<file path="src/rtl/bcd2bin_seq_pkg.sv">
// Shared definitions for the BCD conversion paths: state encodings, default sizes, digit limit.
package bcd2bin_seq_pkg;

  localparam int unsigned NdigDefault = 4;
  localparam int unsigned BwDefault   = 14;
  localparam logic [3:0]  BcdDigitMax = 4'd9;

  typedef enum logic [1:0] {
    StIdle  = 2'd0,
    StShift = 2'd1,
    StDone  = 2'd2
  } state_e;

  function automatic logic digit_valid(input logic [3:0] digit);
    return digit <= BcdDigitMax;
  endfunction

endpackage

</file>
<file path="src/rtl/bcd_digit_adj.sv">
// Reverse double-dabble digit correction: subtract 3 from any digit that reached 8 or more.
module bcd_digit_adj (
  input  logic [3:0] din,
  output logic [3:0] dout
);

  always_comb begin
    dout = din;
    if (din >= 4'd8) begin
      dout = din - 4'd3;
    end
  end

endmodule

</file>
<file path="src/rtl/bcd2bin_seq.sv">
// Sequential BCD-to-binary converter using reverse double-dabble, one shift per clock.
module bcd2bin_seq
  import bcd2bin_seq_pkg::*;
#(
  parameter int unsigned NDIG = NdigDefault,
  parameter int unsigned BW   = BwDefault
) (
  input  logic              Clk,
  input  logic              Clrn,
  input  logic              Start,
  input  logic [4*NDIG-1:0] Bcd,
  output logic [BW-1:0]     Bin,
  output logic              Busy,
  output logic              Done,
  output logic              Err
);

  localparam int unsigned W    = 4 * NDIG;
  localparam int unsigned CntW = $clog2(W + 1);
  localparam logic [CntW-1:0] CntLast = CntW'(W - 1);

  state_e          state_q, state_d;
  logic [W-1:0]    d_q, d_d;
  logic [W-1:0]    r_q, r_d;
  logic [CntW-1:0] cnt_q, cnt_d;
  logic [BW-1:0]   bin_q, bin_d;
  logic            err_q, err_d;

  logic [W-1:0]    d_shift, d_adj, r_shift;
  logic [NDIG-1:0] dig_ok;
  logic            bcd_ok;

  // {D,R} shifted right as one register; D's LSB falls into R's MSB.
  assign d_shift = {1'b0, d_q[W-1:1]};
  assign r_shift = {d_q[0], r_q[W-1:1]};

  for (genvar g = 0; g < NDIG; g++) begin : gen_digit
    bcd_digit_adj u_adj (
      .din  (d_shift[4*g +: 4]),
      .dout (d_adj[4*g +: 4])
    );
    assign dig_ok[g] = digit_valid(Bcd[4*g +: 4]);
  end

  assign bcd_ok = &dig_ok;

  always_comb begin
    state_d = state_q;
    d_d     = d_q;
    r_d     = r_q;
    cnt_d   = cnt_q;
    bin_d   = bin_q;
    err_d   = err_q;
    case (state_q)
      StIdle: begin
        if (Start) begin
          if (bcd_ok) begin
            d_d     = Bcd;
            r_d     = '0;
            cnt_d   = '0;
            err_d   = 1'b0;
            state_d = StShift;
          end else begin
            err_d   = 1'b1;
            state_d = StDone;
          end
        end
      end
      StShift: begin
        d_d   = d_adj;
        r_d   = r_shift;
        cnt_d = cnt_q + 1'b1;
        if (cnt_q == CntLast) begin
          state_d = StDone;
          bin_d   = r_shift[BW-1:0];
        end
      end
      StDone: begin
        state_d = StIdle;
      end
      default: begin
        state_d = StIdle;
      end
    endcase
  end

  always_ff @(posedge Clk or negedge Clrn) begin
    if (!Clrn) begin
      state_q <= StIdle;
      d_q     <= '0;
      r_q     <= '0;
      cnt_q   <= '0;
      bin_q   <= '0;
      err_q   <= 1'b0;
    end else begin
      state_q <= state_d;
      d_q     <= d_d;
      r_q     <= r_d;
      cnt_q   <= cnt_d;
      bin_q   <= bin_d;
      err_q   <= err_d;
    end
  end

  assign Bin  = bin_q;
  assign Busy = (state_q == StShift) || (state_q == StDone);
  assign Done = (state_q == StDone);
  assign Err  = err_q;

endmodule

</file>
<file path="config.mk">
export PLATFORM = sky130hd
export DESIGN_NAME = bcd2bin_seq
export DESIGN_NICKNAME = d
export VERILOG_FILES = /design/src/rtl/bcd2bin_seq_pkg.sv /design/src/rtl/bcd_digit_adj.sv /design/src/rtl/bcd2bin_seq.sv
export SDC_FILE = /design/constraint.sdc
export NUM_CORES = 1
export LEC_CHECK = 0
export BUFFER_PORTS_ARGS = -buffer_cell sky130_fd_sc_hd__buf_2
export CORE_AREA = 2 2 87 89
export CTS_CLUSTER_DIAMETER = 30
export DETAILED_ROUTE_END_ITERATION = 16
export DIE_AREA = 0 0 89 91
export REMOVE_ABC_BUFFERS = 1
export SETUP_SLACK_MARGIN = 0.3
export SLEW_MARGIN = 20
export SYNTH_ARGS = -nofsm -noshare
export SYNTH_HDL_FRONTEND = slang
export SYNTH_HIERARCHICAL = 1
export SYNTH_SLANG_ARGS = --single-unit
</file>
<file path="constraint.sdc">
create_clock -name Clk -period 1.65 [get_ports Clk]
set_input_delay 0.2475 -clock Clk [delete_from_list [all_inputs] [get_ports Clk]]
set_output_delay 0.2475 -clock Clk [all_outputs]
set_load 0.03 [all_outputs]
</file>
# After elaboration in Yosys (flattened, before gate mapping)
# Cells that the tools add are included.
# W data, S select, Z words.
[classes] add_sub_neg=5 magnitude_cmp=8 n_mux=18 n_reduce_logical=8 n_eq_ne=6
[op_table] cell="$mux W16" count=4
[op_table] cell="$pmux W16 S2" count=2
[op_table] cell="$le A4 B4 Y1 const B" count=4
[op_table] cell="$mux W4" count=4
[op_table] cell="$ge A4 B4 Y1 const B" count=3
[op_table] cell="$sub A4 B2 Y4 const B" count=3
[op_table] cell="$mux W5" count=2
[op_table] cell="$pmux W5 S2" count=1
[op_table] cell="$mux W2" count=3
[op_table] cell="$ne A2 B2 Y1 const B" count=3
[op_table] cell="$reduce_and A2 Y1" count=3
[op_table] cell="$add A5 B1 Y5 const B" count=1
[op_table] cell="$eq A5 B4 Y1 const B" count=1
[op_table] cell="$ge A3 B4 Y1 const B" count=1
[op_table] cell="$pmux W2 S2" count=1
[op_table] cell="$reduce_and A4 Y1" count=1
[op_table] cell="$sub A3 B2 Y4 const B" count=1
[op_table] cell="$reduce_and A3 Y1" count=1
[op_table] cell="$eq A2 B1 Y1 const B" count=1
[op_table] cell="$eq A2 B2 Y1 const B" count=1
[op_table] cell="$logic_not A2 Y1" count=1
[op_table] cell="$reduce_bool A2 Y1" count=1
[op_table] cell="$logic_or A1 B1 Y1" count=1
[op_table] cell="$mux W1" count=1
[totals] out_inout_bits=17 wordCells=51 ff_bits=54

# Logic depth before layout (Yosys ltp)
# Gate-level depths: netlist of the first run.
[logic_depth] depth_word=5 ltp_mapped=9

# By module
# The synthesis of the first run kept the hierarchy.
[modules_own_cells] mod="bcd2bin_seq" area_each_um2=2516.2 instances=1 cells_per_inst=214 seq_area_each_um2=1326.3
[modules_own_cells] mod="bcd_digit_adj" area_each_um2=76.3 instances=4 cells_per_inst=11 seq_area_each_um2=0.0

# Worst setup path after synthesis of the first run
# OpenSTA, ideal clock, no wires.
[synth_path] kind="register -> register" start="register cnt_q[0]" end="register bin_q[10], in the netlist Bin[10]" period_less_slack_ps=1788 arrival_ps=1663 required_time_ps=1525 setup_slack_ps=-138 setup_ps=125 path_stages_with_launch=7 path_cell_list="dfrtp_1 ha_1 and3_1 ha_1 nand2_1 buf_2 mux2_2"
[synth_between] elab_chain_len=2
[synth_lines] item="start, declared" line_no="bcd2bin_seq.sv:25" source="logic [CntW-1:0] cnt_q, cnt_d;"
[synth_lines] item="start signal, assigned" line_no="bcd2bin_seq.sv:99" source="cnt_q <= cnt_d;"
[synth_lines] item="$eq A5 B4 Y1" line_no="bcd2bin_seq.sv:73" source="if (cnt_q == CntLast) begin"
[synth_lines] item="$reduce_and A2 Y1 (no line)"
[synth_lines] item="end signal, assigned" line_no="bcd2bin_seq.sv:100" source="bin_q <= bin_d;"
[synth_lines] item="end, declared" line_no="bcd2bin_seq.sv:26" source="logic [BW-1:0] bin_q, bin_d;"
# Every way passes these cells.
# A chain may end at the register's enable or synchronous reset.

# Worst setup path after layout of the first run
[layout_path] start="register cnt_q[1]" end="register bin_q[4], in the netlist Bin[4]"
# The elaborated chain is that of the path after synthesis.

==> results of run 1 <==
flip-flops by register name, summed over array words and instances (netlist names):
signal and flops:
Bin 14, Err 1, cnt_q 5, d_q 16, r_q 15, state_q 2
layer usage:
metal	share of wire	wire length, um	track usage
met4	0.015	123	0.0634
met5	0	0	0
met3	0.032	257	0.0264
met2	0.49	3980	0.312
met1	0.46	3740	0.264
cells in the final DEF (no fill, tap or decap), types with 5 or more instances in the layout:
| cell type | n |
|---|---|
| a21oi_1 | 7 |
| a22o_1 | 17 |
| buf_12 | 14 |
| buf_2 | 33 |
| buf_4 | 26 |
| buf_6 | 18 |
| clkbuf_8 | 5 |
| conb_1 | 5 |
| dfrtp_1 | 51 |
| ha_4 | 5 |
| inv_1 | 7 |
| inv_2 | 7 |
| mux2_4 | 28 |
| nand2_1 | 10 |
| nor2_1 | 16 |
| o21ai_2 | 5 |
| o22ai_2 | 23 |
| o22ai_4 | 5 |
stage by stage:
stage / power, mW / instances
global route: 6.74 / 456
CTS: 5.47 / 449
detailed placement: 3.60 / 409
finish: 6.42 / 456
floorplan: 3.00 / 250
global placement: 3.54 / 409
cells by family (layout without fill, tap and decap cells):
group                      count (synthesis)  after routing  share of synthesized area
buffers and inverters                     27            122                     0.0426
other                                      1              5                    0.00133
muxes                                     30             30                      0.120
DFF                                       53             53                      0.470
and+or+nand+nor                           52             52                     0.0980
adders and majority gates                 13             13                     0.0577
xor gates and xnor gates                   8              8                     0.0248
AOI/OAI and AO/OA                         74             74                      0.186
worst max-delay path, cell delays in order, from the launching register on:
cell and delay, ps:
dfrtp_1 400, ha_2 200, and3_4 160, ha_4 160, nand2_4 70, buf_6 100, buf_12 120, mux2_4 300
power by group through the flow:
stage	Sequential, mW	Clock (mW)	Combinational (mW)
final	1.83	0.768	3.83
after global routing	1.87	0.826	4.05
after CTS	1.78	0.777	2.92
after detailed placement	1.80	0	1.81
after global placement	1.78	0	1.76
after floorplan	1.75	0	1.25
what timing repair did:
item | 4_1_cts | 5_1_grt
gates resized for setup | 78 | 66
hold buffers | 1 | 0
pin swaps | 30 | 34
endpoints found under the hold margin | 53 | 0
buffers inserted | 26 | 5
setup endpoints to repair | 55 | 55
cloned | 5 | 2
layout make-up:
cell class,count,share of cell area
Clock buffer,6,0.0159
Timing Repair Buffer,99,0.227
Inverter,15,0.0129
Sequential cell,53,0.291
Clock inverter,2,0.00329
Multi-Input combinational cell,182,0.423
Tap cell,99,0.0271
worst max-delay path by stage:
stage                           start                   to  slack (ps)  depth (start not counted)
3_3_place_gp     cnt_q[0]$_DFFE_PN0P_  Bin[10]$_DFFE_PN0P_          20                          6
2_1_floorplan  state_q[1]$_DFFE_PN0P_   Bin[0]$_DFFE_PN0P_        -470                          4
3_5_place_dp     cnt_q[0]$_DFFE_PN0P_   Bin[3]$_DFFE_PN0P_         -20                          6
5_1_grt        state_q[0]$_DFFE_PN0P_  r_q[14]$_DFFE_PN0P_         -20                          8
4_1_cts          cnt_q[1]$_DFFE_PN0P_   Bin[3]$_DFFE_PN0P_          50                          7
6_report         cnt_q[1]$_DFFE_PN0P_   Bin[4]$_DFFE_PN0P_          30                          7
==> metrics.cfg, run 1 <==
[placed_design]
detailed_place.area_um2=3330
placement.io_buffers=35
routabilityCongestion=0.747
place_ws_ps=-17.4
place_hpwl_um=4140

[timing]
fin_crit_sh=0.984
hold_slack_ps=188
maxClockFrequency_ghz=0.616
period_needed_ps=1620
layout_setup_ws_ps=26.0
rsz0062_at_grt=yes
final-max-slew-violation-count=0
report.final.setup_viol=0
finalSetupTns_ps=0
finalHoldViolations=0
finClkSkew_ps=7.94

[clocking]
cts.reportedPaths.clkPinSlew_ps=100
tritoncts=built
cts_max_path_buffers=2
cts-root-buf=clkbuf_8
numCtsBuffers=5
clk_latency_ps=310
h-tree-depth=2
cts.sinks=53

[floorplan]
design.portCount=36
initial_core_utilization=0.395
die_w_um=89
fp.dieArea_um2=8100
core_box_area_um2=7140
placement_rows=31
die_height_um=91

[final_layout]
area_of_combinational_cells_with_multiple_inputs_um2=1930
final.fill_count=543
finish.net_count=388
areaGrowthSynthToFinish_pct=62.0
regArea_um2=1330
finish.instance_area_um2=4570
post_route_cells_drive_above_1_share=0.594
finalCoreUtilization=0.640
antenna_cells=0

[critical_path]
reg2reg_from=cnt_q[1]$_DFFE_PN0P_
cp_max_fo=7
critical_path_end_type=flop
crit_type=flop to flop
cp-start-kind=flop
worst_r2r_endpoint=Bin[4]$_DFFE_PN0P_
worst-r2r-setup-slack_ps=30
required_ps=1850
worst-endpoint-arrival_ps=1830
worstRegToRegCells=7

[synth]
synth-seq-area-share=0.470
synth_top_area_frac=0.470
synth_cells=258
post_synth_most_frequent_cells=dfrtp_1 (53), o22ai_1 (31), mux2_2 (30)
synth_area_per_cell_um2=10.9
post_synthesis_cell_type_count=41
share_of_flip_flops_with_an_asynchronous_set_or_reset_after_synthesis=1.00
synthesis.yosys.warnings=6
synth_largest_area_cell=dfrtp_1
postSynthRegisterBits=53
number_of_flops_mapped_to_enable_cells_by_yosys=0
netlist_top_cells_area=dfrtp_1 (47%), mux2_2 (12%), o22ai_1 (6.9%)
mappedNetlistArea_um2=2820
synth.most_common_cell=dfrtp_1
synth_ff_type=dfrtp_1

[route]
drt_drc_violations_left=0
drtIter0Drc=91
finalWirelength_um=8100
dr.pass1.iters=4
route.detailed.vias_per_inst=5.38
via_count=2455
antenna_left=0
routed_wire_length_per_instance_um=17.8

[power]
clockPowerShare=0.120
power_dissipated_by_switching_net_loads_mw=2.51
max-vdd-ir-drop_mv=0.617
reg_power_frac=0.284
power.share.switching=0.390
static-leakage-power_nw=2.13
share_comb_of_total_power=0.596
internal_power_mw=3.91
power.density_nw_per_um2=1410

[grt]
vias_in_the_first_global_route=2465
initial_antenna_violation_count=0
wire_length_of_the_first_global_routing_pass_um=12300
grt_max_degree=54
grt.overflow.total=0
groute.usage.overall=0.193

[outcome]
run_status=complete, no violations

[worst_hold_path]
holdCritPathClass=input pin to flop
min_delay_path_depth=3
timing.hold.worst.start=Bcd[12]
worst_hold_path.endpoint=d_q[12]$_DFFE_PN0P_

[job]
maxCapViolations=0

No activity file was read; power rests on OpenSTA's default activity.
==> run 2: changes to the inputs <==
clock period = 1.7 ns   (was 1.65 ns; I/O delays follow)
==> run 2 against run 1 <==
- routed wire length decreased by 6.3%
- clock-buffer cell count unchanged
- largest cell class unchanged
- critical path type unchanged
- largest power group unchanged
- final cell count decreased by 3.7%
==> metrics.cfg, run 2 (synthesis gave the netlist of run 1 again) <==
[outcome]
run_status=complete, no violations  ; unchanged

[clocking]
h-tree-depth=2  ; unchanged
cts.sinks=53  ; unchanged
cts_max_path_buffers=2  ; unchanged
tritoncts=built  ; unchanged
cts.reportedPaths.clkPinSlew_ps=100  ; about the same
numCtsBuffers=5  ; unchanged
clk_latency_ps=320  ; was 310 ps
cts-root-buf=clkbuf_8  ; unchanged

[route]
drt_drc_violations_left=0  ; unchanged
dr.pass1.iters=4  ; unchanged
routed_wire_length_per_instance_um=17.3  ; was 17.8 um
antenna_left=0  ; unchanged
via_count=2338  ; was 2455
finalWirelength_um=7590  ; was 8100 um
drtIter0Drc=132  ; was 91
route.detailed.vias_per_inst=5.33  ; was 5.38

[timing]
finalHoldViolations=0  ; unchanged
maxClockFrequency_ghz=0.630  ; was 0.616 GHz
fin_crit_sh=0.933  ; was 0.984
report.final.setup_viol=0  ; unchanged
layout_setup_ws_ps=114  ; was 26.0 ps
finClkSkew_ps=8.23  ; was 7.94 ps
period_needed_ps=1590  ; was 1620 ps
rsz0062_at_grt=yes  ; unchanged
final-max-slew-violation-count=0  ; unchanged

[critical_path]
worst_r2r_endpoint=d_q[5]$_DFFE_PN0P_  ; was Bin[4]$_DFFE_PN0P_
setup.worst_path.start=state_q[1]$_DFFE_PN0P_  ; was cnt_q[1]$_DFFE_PN0P_
worst-endpoint-arrival_ps=1790  ; was 1830 ps
cp-start-kind=flop  ; unchanged
required_ps=1910  ; was 1850 ps
worstRegToRegCells=7  ; unchanged
worst-r2r-setup-slack_ps=110  ; was 30 ps
crit_type=flop to flop  ; unchanged
reg2reg_from=state_q[1]$_DFFE_PN0P_  ; was cnt_q[1]$_DFFE_PN0P_
critical_path_end_type=flop  ; unchanged
cp_max_fo=5  ; was 7

[floorplan]
core_box_area_um2=7140  ; unchanged
die_height_um=91  ; unchanged
design.portCount=36  ; unchanged
initial_core_utilization=0.395  ; unchanged
fp.dieArea_um2=8100  ; unchanged
die_w_um=89  ; unchanged
placement_rows=31  ; unchanged

[job]
maxCapViolations=0  ; unchanged

[grt]
grt_max_degree=54  ; unchanged
initial_antenna_violation_count=0  ; unchanged
wire_length_of_the_first_global_routing_pass_um=12100  ; was 12300 um
grt.overflow.total=0  ; unchanged
vias_in_the_first_global_route=2404  ; was 2465
groute.usage.overall=0.190  ; was 0.193

[worst_hold_path]
holdCritPathClass=input pin to flop  ; unchanged
timing.hold.worst.start=Bcd[12]  ; unchanged
min_delay_path_depth=3  ; unchanged
worst_hold_path.endpoint=d_q[12]$_DFFE_PN0P_  ; unchanged

[power]
power_dissipated_by_switching_net_loads_mw=2.11  ; was 2.51 mW
reg_power_frac=0.319  ; was 0.284
clockPowerShare=0.157  ; was 0.120
share_comb_of_total_power=0.523  ; was 0.596
max-vdd-ir-drop_mv=0.545  ; was 0.617 mV
static-leakage-power_nw=1.98  ; was 2.13 nW
power.density_nw_per_um2=1310  ; was 1410 nW/um2
power.share.switching=0.382  ; was 0.390
internal_power_mw=3.42  ; was 3.91 mW

[final_layout]
final.fill_count=595  ; was 543
max_ffs_per_register=16  ; unchanged
area_of_combinational_cells_with_multiple_inputs_um2=1800  ; was 1930 um2
areaGrowthSynthToFinish_pct=49.5  ; was 62.0%
antenna_cells=0  ; unchanged
regArea_um2=1330  ; about the same
largest_reg_by_ff_count=d_q  ; unchanged
commonest_non_fill_non_tap_cell_in_the_layout=dfrtp_1  ; unchanged
most-common-layout-cells=dfrtp_1 (49), buf_2 (33), mux2_4 (25), o22ai_2 (23), buf_4 (22)  ; was dfrtp_1 (51), buf_2 (33), mux2_4 (28), buf_4 (26), o22ai_2 (23)
post_route_cells_drive_above_1_share=0.515  ; was 0.594
finish.net_count=371  ; was 388
finalCoreUtilization=0.591  ; was 0.640

[placed_design]
placement.io_buffers=35  ; unchanged
place_ws_ps=-90.2  ; was -17.4 ps
place_hpwl_um=4120  ; was 4140 um
routabilityCongestion=0.743  ; was 0.747

-- run 2: cell count changes in the layout (fill, tap and decap cells not counted), sizes merged --
cell      previous run  this run
bufinv               0         1
nand3                3         4
clkinvlp             2         0
buf                 95        78
clkbuf               9         8
clkinv               0         1
-- run 2: layer usage --
metal  up-vias  wire length [um]  global-route usage
li1       1094                 -                   -
met1      1187              3290               0.262
met2        48              3880               0.305
met3         9               264              0.0255
met4         0               148              0.0672
met5         -                 0                   0
-- run 2: metrics by stage --
step	setup TNS (ps)	total power, mW	cell area, um2	std cells	hold WS (ps)
after floorplan	-15690	2.91	2770	250	-40.6
after global placement	-85.8	3.42	3290	401	273
after detailed placement	-1280	3.48	3290	401	270
after CTS	0	5.11	3930	432	201
after global routing	0	5.84	4220	439	210
final	0	5.53	4220	439	176
-- run 2: timing repair --
item | 4_1_cts | 5_1_grt
pin swaps | 45 | 12
resized for setup | 67 | 36
gates cloned | 5 | 2
setup buffers | 17 | 5
hold buffers | 1 | 0
setup endpoints to repair | 55 | 54
hold endpoints to repair | 53 | 0
-- run 2: worst max-delay path, cell delays in order, from the launching register on --
cell and delay [ps]:
dfrtp_1 400, inv_2 100, ha_4 200, buf_12 130, buf_12 110, mux2_2 340, o22ai_2 120, nor2_1 60
-- run 2: layout make-up --
| type | count | share of cell area |
|---|---|---|
| Clock buffer | 6 | 0.0172 |
| Tap cell | 99 | 0.0294 |
| Sequential cell | 53 | 0.316 |
| Multi-Input combinational cell | 183 | 0.427 |
| Timing Repair Buffer | 81 | 0.188 |
| Inverter | 15 | 0.0133 |
| Clock inverter | 2 | 0.00920 |
-- run 2: power by group through the flow --
stage	clock network, mW	logic (mW)	registers [mW]
2_1_floorplan	0	1.21	1.70
3_5_place_dp	0	1.73	1.75
5_1_grt	0.936	3.10	1.80
4_1_cts	0.886	2.49	1.74
3_3_place_gp	0	1.68	1.74
6_report	0.871	2.89	1.77
-- run 2: worst max-delay path by stage --
stage / cells after the start / slack, ps / endpoint
after floorplan: 4 / -420 / Bin[0]$_DFFE_PN0P_
after global placement: 6 / -20 / d_q[9]$_DFFE_PN0P_
after detailed placement: 6 / -90 / d_q[5]$_DFFE_PN0P_
after CTS: 6 / 130 / Bin[11]$_DFFE_PN0P_
after global routing: 7 / 20 / d_q[5]$_DFFE_PN0P_
final: 7 / 110 / d_q[5]$_DFFE_PN0P_
